## src/rtl/ahb3lite_arbiter.sv

```systemverilog
// +--------------------------------------------------------------------------+
// | ahb3lite_arbiter: two-master AHB-Lite arbiter/mux onto one slave port.   |
// | Rev 1.0                                                                  |
// +--------------------------------------------------------------------------+
`default_nettype none

module ahb3lite_arbiter #(
  parameter bit PARK_MASTER = 1'b0
) (
  input  logic        HCLK,
  input  logic        HRESETn,
  input  logic        m0_req,
  input  logic        m1_req,
  output logic        m0_grant,
  output logic        m1_grant,
  input  logic [31:0] m0_HADDR,
  input  logic [31:0] m0_HWDATA,
  input  logic        m0_HWRITE,
  input  logic [2:0]  m0_HBURST,
  input  logic [2:0]  m0_HSIZE,
  input  logic [1:0]  m0_HTRANS,
  input  logic [31:0] m1_HADDR,
  input  logic [31:0] m1_HWDATA,
  input  logic        m1_HWRITE,
  input  logic [2:0]  m1_HBURST,
  input  logic [2:0]  m1_HSIZE,
  input  logic [1:0]  m1_HTRANS,
  output logic [31:0] HADDR,
  output logic [31:0] HWDATA,
  output logic        HWRITE,
  output logic [2:0]  HBURST,
  output logic [2:0]  HSIZE,
  output logic [1:0]  HTRANS,
  input  logic        HREADY,
  input  logic        HRESP
);

  localparam logic [1:0] C_IDLE   = 2'b00;
  localparam logic [1:0] C_NONSEQ = 2'b10;
  localparam logic [1:0] C_SEQ    = 2'b11;

  localparam logic [2:0] C_SINGLE = 3'b000;
  localparam logic [2:0] C_INCR   = 3'b001;
  localparam logic [2:0] C_WRAP4  = 3'b010;
  localparam logic [2:0] C_INCR4  = 3'b011;
  localparam logic [2:0] C_WRAP8  = 3'b100;
  localparam logic [2:0] C_INCR8  = 3'b101;
  localparam logic [2:0] C_WRAP16 = 3'b110;
  localparam logic [2:0] C_INCR16 = 3'b111;

  typedef enum logic [0:0] {
    GRANT_M0 = 1'b0,
    GRANT_M1 = 1'b1
  } grant_e;

  grant_e      grant_q, grant_d;
  logic        data_sel_q, data_sel_d;
  logic [4:0]  count_q, count_d;

  logic        w_sel;
  logic [1:0]  w_htrans;
  logic [2:0]  w_hburst;
  logic        w_own_req;
  logic        w_oth_req;
  logic        w_fixed;
  logic        w_incr_drop;
  logic        w_bnd;
  logic [4:0]  w_load;

  assign w_sel    = (grant_q == GRANT_M1);
  assign m0_grant = (grant_q == GRANT_M0);
  assign m1_grant = (grant_q == GRANT_M1);

  assign w_htrans = w_sel ? m1_HTRANS : m0_HTRANS;
  assign w_hburst = w_sel ? m1_HBURST : m0_HBURST;

  assign HADDR  = w_sel ? m1_HADDR  : m0_HADDR;
  assign HWRITE = w_sel ? m1_HWRITE : m0_HWRITE;
  assign HSIZE  = w_sel ? m1_HSIZE  : m0_HSIZE;
  assign HBURST = w_hburst;
  assign HTRANS = w_htrans;

  // Write data belongs to whoever owned the previous accepted address phase.
  assign HWDATA = data_sel_q ? m1_HWDATA : m0_HWDATA;

  assign w_own_req   = w_sel ? m1_req : m0_req;
  assign w_oth_req   = w_sel ? m0_req : m1_req;
  assign w_fixed     = (w_hburst[2:1] != 2'b00);
  assign w_incr_drop = (w_hburst == C_INCR) && !w_own_req;

  always_comb begin
    w_load = 5'd0;
    case (w_hburst)
      C_WRAP4,  C_INCR4:  w_load = 5'd3;
      C_WRAP8,  C_INCR8:  w_load = 5'd7;
      C_WRAP16, C_INCR16: w_load = 5'd15;
      default:            w_load = 5'd0;
    endcase
  end

  always_comb begin
    w_bnd = 1'b0;
    case (w_htrans)
      C_IDLE:   w_bnd = 1'b1;
      C_NONSEQ: w_bnd = (w_hburst == C_SINGLE) || w_incr_drop;
      C_SEQ:    w_bnd = w_incr_drop || (w_fixed && (count_q == 5'd1));
      default:  w_bnd = 1'b0;
    endcase
  end

  always_comb begin
    grant_d    = grant_q;
    data_sel_d = data_sel_q;
    count_d    = count_q;
    if (!HREADY) begin
      // An error's first cycle abandons the burst so the following IDLE hands over.
      if (HRESP) begin
        count_d = 5'd0;
      end
    end else begin
      data_sel_d = w_sel;
      if (w_htrans == C_NONSEQ) begin
        count_d = w_load;
      end else if ((w_htrans == C_SEQ) && (count_q != 5'd0)) begin
        count_d = count_q - 5'd1;
      end
      if (w_bnd && w_oth_req) begin
        grant_d = w_sel ? GRANT_M0 : GRANT_M1;
      end
    end
  end

  always_ff @(posedge HCLK or negedge HRESETn) begin
    if (!HRESETn) begin
      grant_q    <= grant_e'(PARK_MASTER);
      data_sel_q <= PARK_MASTER;
      count_q    <= 5'd0;
    end else begin
      grant_q    <= grant_d;
      data_sel_q <= data_sel_d;
      count_q    <= count_d;
    end
  end

endmodule

`default_nettype wire

```

## config.mk

```make
export PLATFORM = sky130hd
export DESIGN_NAME = ahb3lite_arbiter
export DESIGN_NICKNAME = d
export VERILOG_FILES = /design/src/rtl/ahb3lite_arbiter.sv
export SDC_FILE = /design/constraint.sdc
export NUM_CORES = 1
export LEC_CHECK = 0
export BUFFER_PORTS_ARGS = -buffer_cell sky130_fd_sc_hd__buf_2
export CORE_AREA = 2 2 87 89
export DETAILED_ROUTE_END_ITERATION = 8
export DIE_AREA = 0 0 89 91
export SLEW_MARGIN = 20
export SYNTH_ARGS = -nofsm -noshare
export SYNTH_HDL_FRONTEND = slang
export SYNTH_SLANG_ARGS = --single-unit
```

## constraint.sdc

```tcl
create_clock -name HCLK -period 1.9 [get_ports HCLK]
set_input_delay 0.19 -clock HCLK [delete_from_list [all_inputs] [get_ports HCLK]]
set_output_delay 0.19 -clock HCLK [all_outputs]
set_load 0.05 [all_outputs]
```

==> reports/qor.csv <==
metric,value,unit
syn_avg_cell_area,9.90,µm²
crit_fanout,10,
outcome,"complete, no violations",
layout_min_cycle_time,1.80,ns
cts_max_path_buffers,2,
drc,0,
routed_wl,6.53,mm
relSlewSlack,69.6,%
syn_to_final_growth,93.5,%
drv_slew,0,
hold_viol_final,0,
drive_gt1_share,84.5,%
rsz0062_at_grt,false,
worstPathRequired,1.71,ns
path_class,reg -> out,
drt_first_pass_iters,4,
die-area,8100,µm²
yosysWarnings,0,
finalPower,0.00416,W
cts_tree,built,
portBuffers,226,
cp.arrival,1.61,ns
cellPowerDensity,1520,nW/µm²
ys_ff_latch,7,
max-cap-violations,0,
worst_pin_slew,0.443,ns
crit_path_end_kind,primary output,
place_congestion,0.846,
cts.sinks,7,
yosysUniqueCellTypes,34,
setup-tns-final,0,ns
num_io_pins,227,
start_kind,register,
post_cts_buffers,0,
num_rows,31,
clock.fmax,0.555,GHz
p_leak,1.48,nW
postRouteAntennaNets,0,
finalCritPeriodShare,94.8,%
grt_overflow,0,
route.vias.total,2012,
stdcell_count,469,
initial_core_util,19.8,%
die_x,89,µm
n_fill_cell,788,
grt_max_degree,30,
coreArea,7140,µm²
grtUsageTotal,14.1,%
dieHeight,91,µm
fin_util,38.4,%
grt_pass1_wl,9.14,mm
synth_seq_area_share,12.4,%
numCtsBuffers,3,
nNetsFinal,523,
min-delay-path-class,in -> reg,
htreeDepth,1,
hpwl,5.77,mm
grt_antenna_before_repair,2,
clk_transition_reported_paths,0.04,ns
drt-initial-drc-count,48,
synth_area,1420,µm²
setup_viol,0,
finClkSkew,0.00408,ns
ff2ff_setup_slack,0.17,ns
dp.cells,462,
via_per_inst,4.29,
clock_latency,0.23,ns
max-vdd-ir-drop,0.000574,V
grt_pass1_vias,1979,
syn-num-nets,297,
wl_per_cell,13.9,µm
synthCells,143,
cts_root_buf,clkbuf_8,
-- power breakdown --
group / switching [W] / total [W] / internal [W]
logic: 0.00243 / 0.00364 / 0.00121
clock network: 0.0000728 / 0.000219 / 0.000146
registers: 0.0000967 / 0.000305 / 0.000208
-- cell usage after synthesis --
master	number	area [µm²]
o21bai_1	1	7.51
clkbuf_1	5	18.8
a22o_1	2	17.5
inv_1	5	18.8
nor2_1	1	3.75
mux2_2	73	822
o22ai_1	3	18.8
and2_1	1	6.26
nand3b_1	1	7.51
dfrtp_1	7	175
nor3b_1	1	7.51
buf_2	5	25.0
or4b_1	1	10.0
nor3_1	3	15.0
nand2b_1	2	12.5
nand3_1	1	5.00
nand2_1	4	15.0
a21oi_1	3	15.0
o21ai_0	1	5.00
nor2b_1	1	6.26
o211ai_1	2	15.0
a31o_2	1	8.76
mux2i_1	5	50.1
o311ai_0	1	8.76
o21a_1	1	7.51
o2111ai_1	1	8.76
or2_2	1	6.26
or3_1	1	6.26
ha_1	2	25.0
o311a_4	1	21.3
o2bb2ai_1	2	17.5
a211oi_1	1	7.51
nor4_1	2	12.5
or3b_1	1	8.76
-- cells by family (layout without fill, tap and decap cells) --
family,count (synthesis),in the layout,share of synthesized area (%)
buf+inv,15,240,4.42
other cells,0,2,0
compound gates,20,20,11.2
simple gates,21,21,8.66
fa+ha+maj,2,2,1.77
flops,7,7,12.4
mux,78,78,61.6
-- metal layers --
metal	GRT usage (%)	wire (µm)	vias to the layer above
met3	2.91	685	12
met4	5.10	139	0
met5	0	0	-
met1	14.3	2270	882
met2	27.4	3430	119
li1	-	-	999
-- flip-flops by register name, summed over array words and instances (netlist names) --
name	count
count_q	5
m1_grant	1
data_sel_q	1
-- layout make-up --
class | instances | area [µm²] | area share (%)
Clock buffer | 4 | 45.0 | 1.64
Inverter | 5 | 18.8 | 0.685
Timing Repair Buffer | 231 | 1190 | 43.3
Tap cell | 99 | 124 | 4.52
Antenna cell | 2 | 5.00 | 0.183
Multi-Input combinational cell | 121 | 1180 | 43.2
Sequential cell | 7 | 176 | 6.44
-- layout by cell type, fill, tap and decap left out, types with 2 or more instances in the layout --
master	netlist	routed
o2bb2ai_1	2	2
mux2i_1	5	5
a22o_1	2	2
buf_2	5	226
o22ai_1	3	3
buf_4	0	2
nand2_1	4	4
mux2_2	73	73
diode_2	0	2
o211ai_1	2	2
a21oi_1	3	3
ha_1	2	2
inv_1	5	5
dfrtp_1	7	6
nor3_1	3	3
nor4_1	2	2
nand2b_1	2	2
clkbuf_8	0	3
-- repair_timing --
action | CTS | global route
hold buffers | 1 | 0
endpoints found under the setup margin | 0 | 14
resized for setup | 0 | 2
endpoints found under the hold margin | 7 | 0
-- worst max-delay path, cell delays in order (launching register included) --
cell and delay [ns]:
dfrtp_2 0.46, buf_4 0.19, buf_4 0.17, mux2_2 0.35, buf_2 0.21
-- metrics by stage --
step / hold WS [ns] / instance area, µm² / worst slack [ns]
after floorplan: -0.106 / 1420 / 0.131
after global placement: 0.0415 / 2670 / 0.218
after detailed placement: 0.0406 / 2670 / 0.145
after CTS: 0.270 / 2730 / 0.0425
after global routing: 0.288 / 2740 / 0.0402
final: 0.263 / 2740 / 0.0992
-- worst paths after layout --
path | startpoint | endpoint | cells after the start
setup reg to reg | count_q[1] | m1_grant | 6
setup / recovery | m1_grant | HADDR[2] | 4
hold / removal | HRESP | count_q[0] | 3
min in group asynchronous | HRESETn | count_q[2] | 2
max in group asynchronous | HRESETn | m1_grant | 2
hold reg to reg | count_q[4] | count_q[4] | 1
Note: power is estimated with default switching activity, not from simulation.
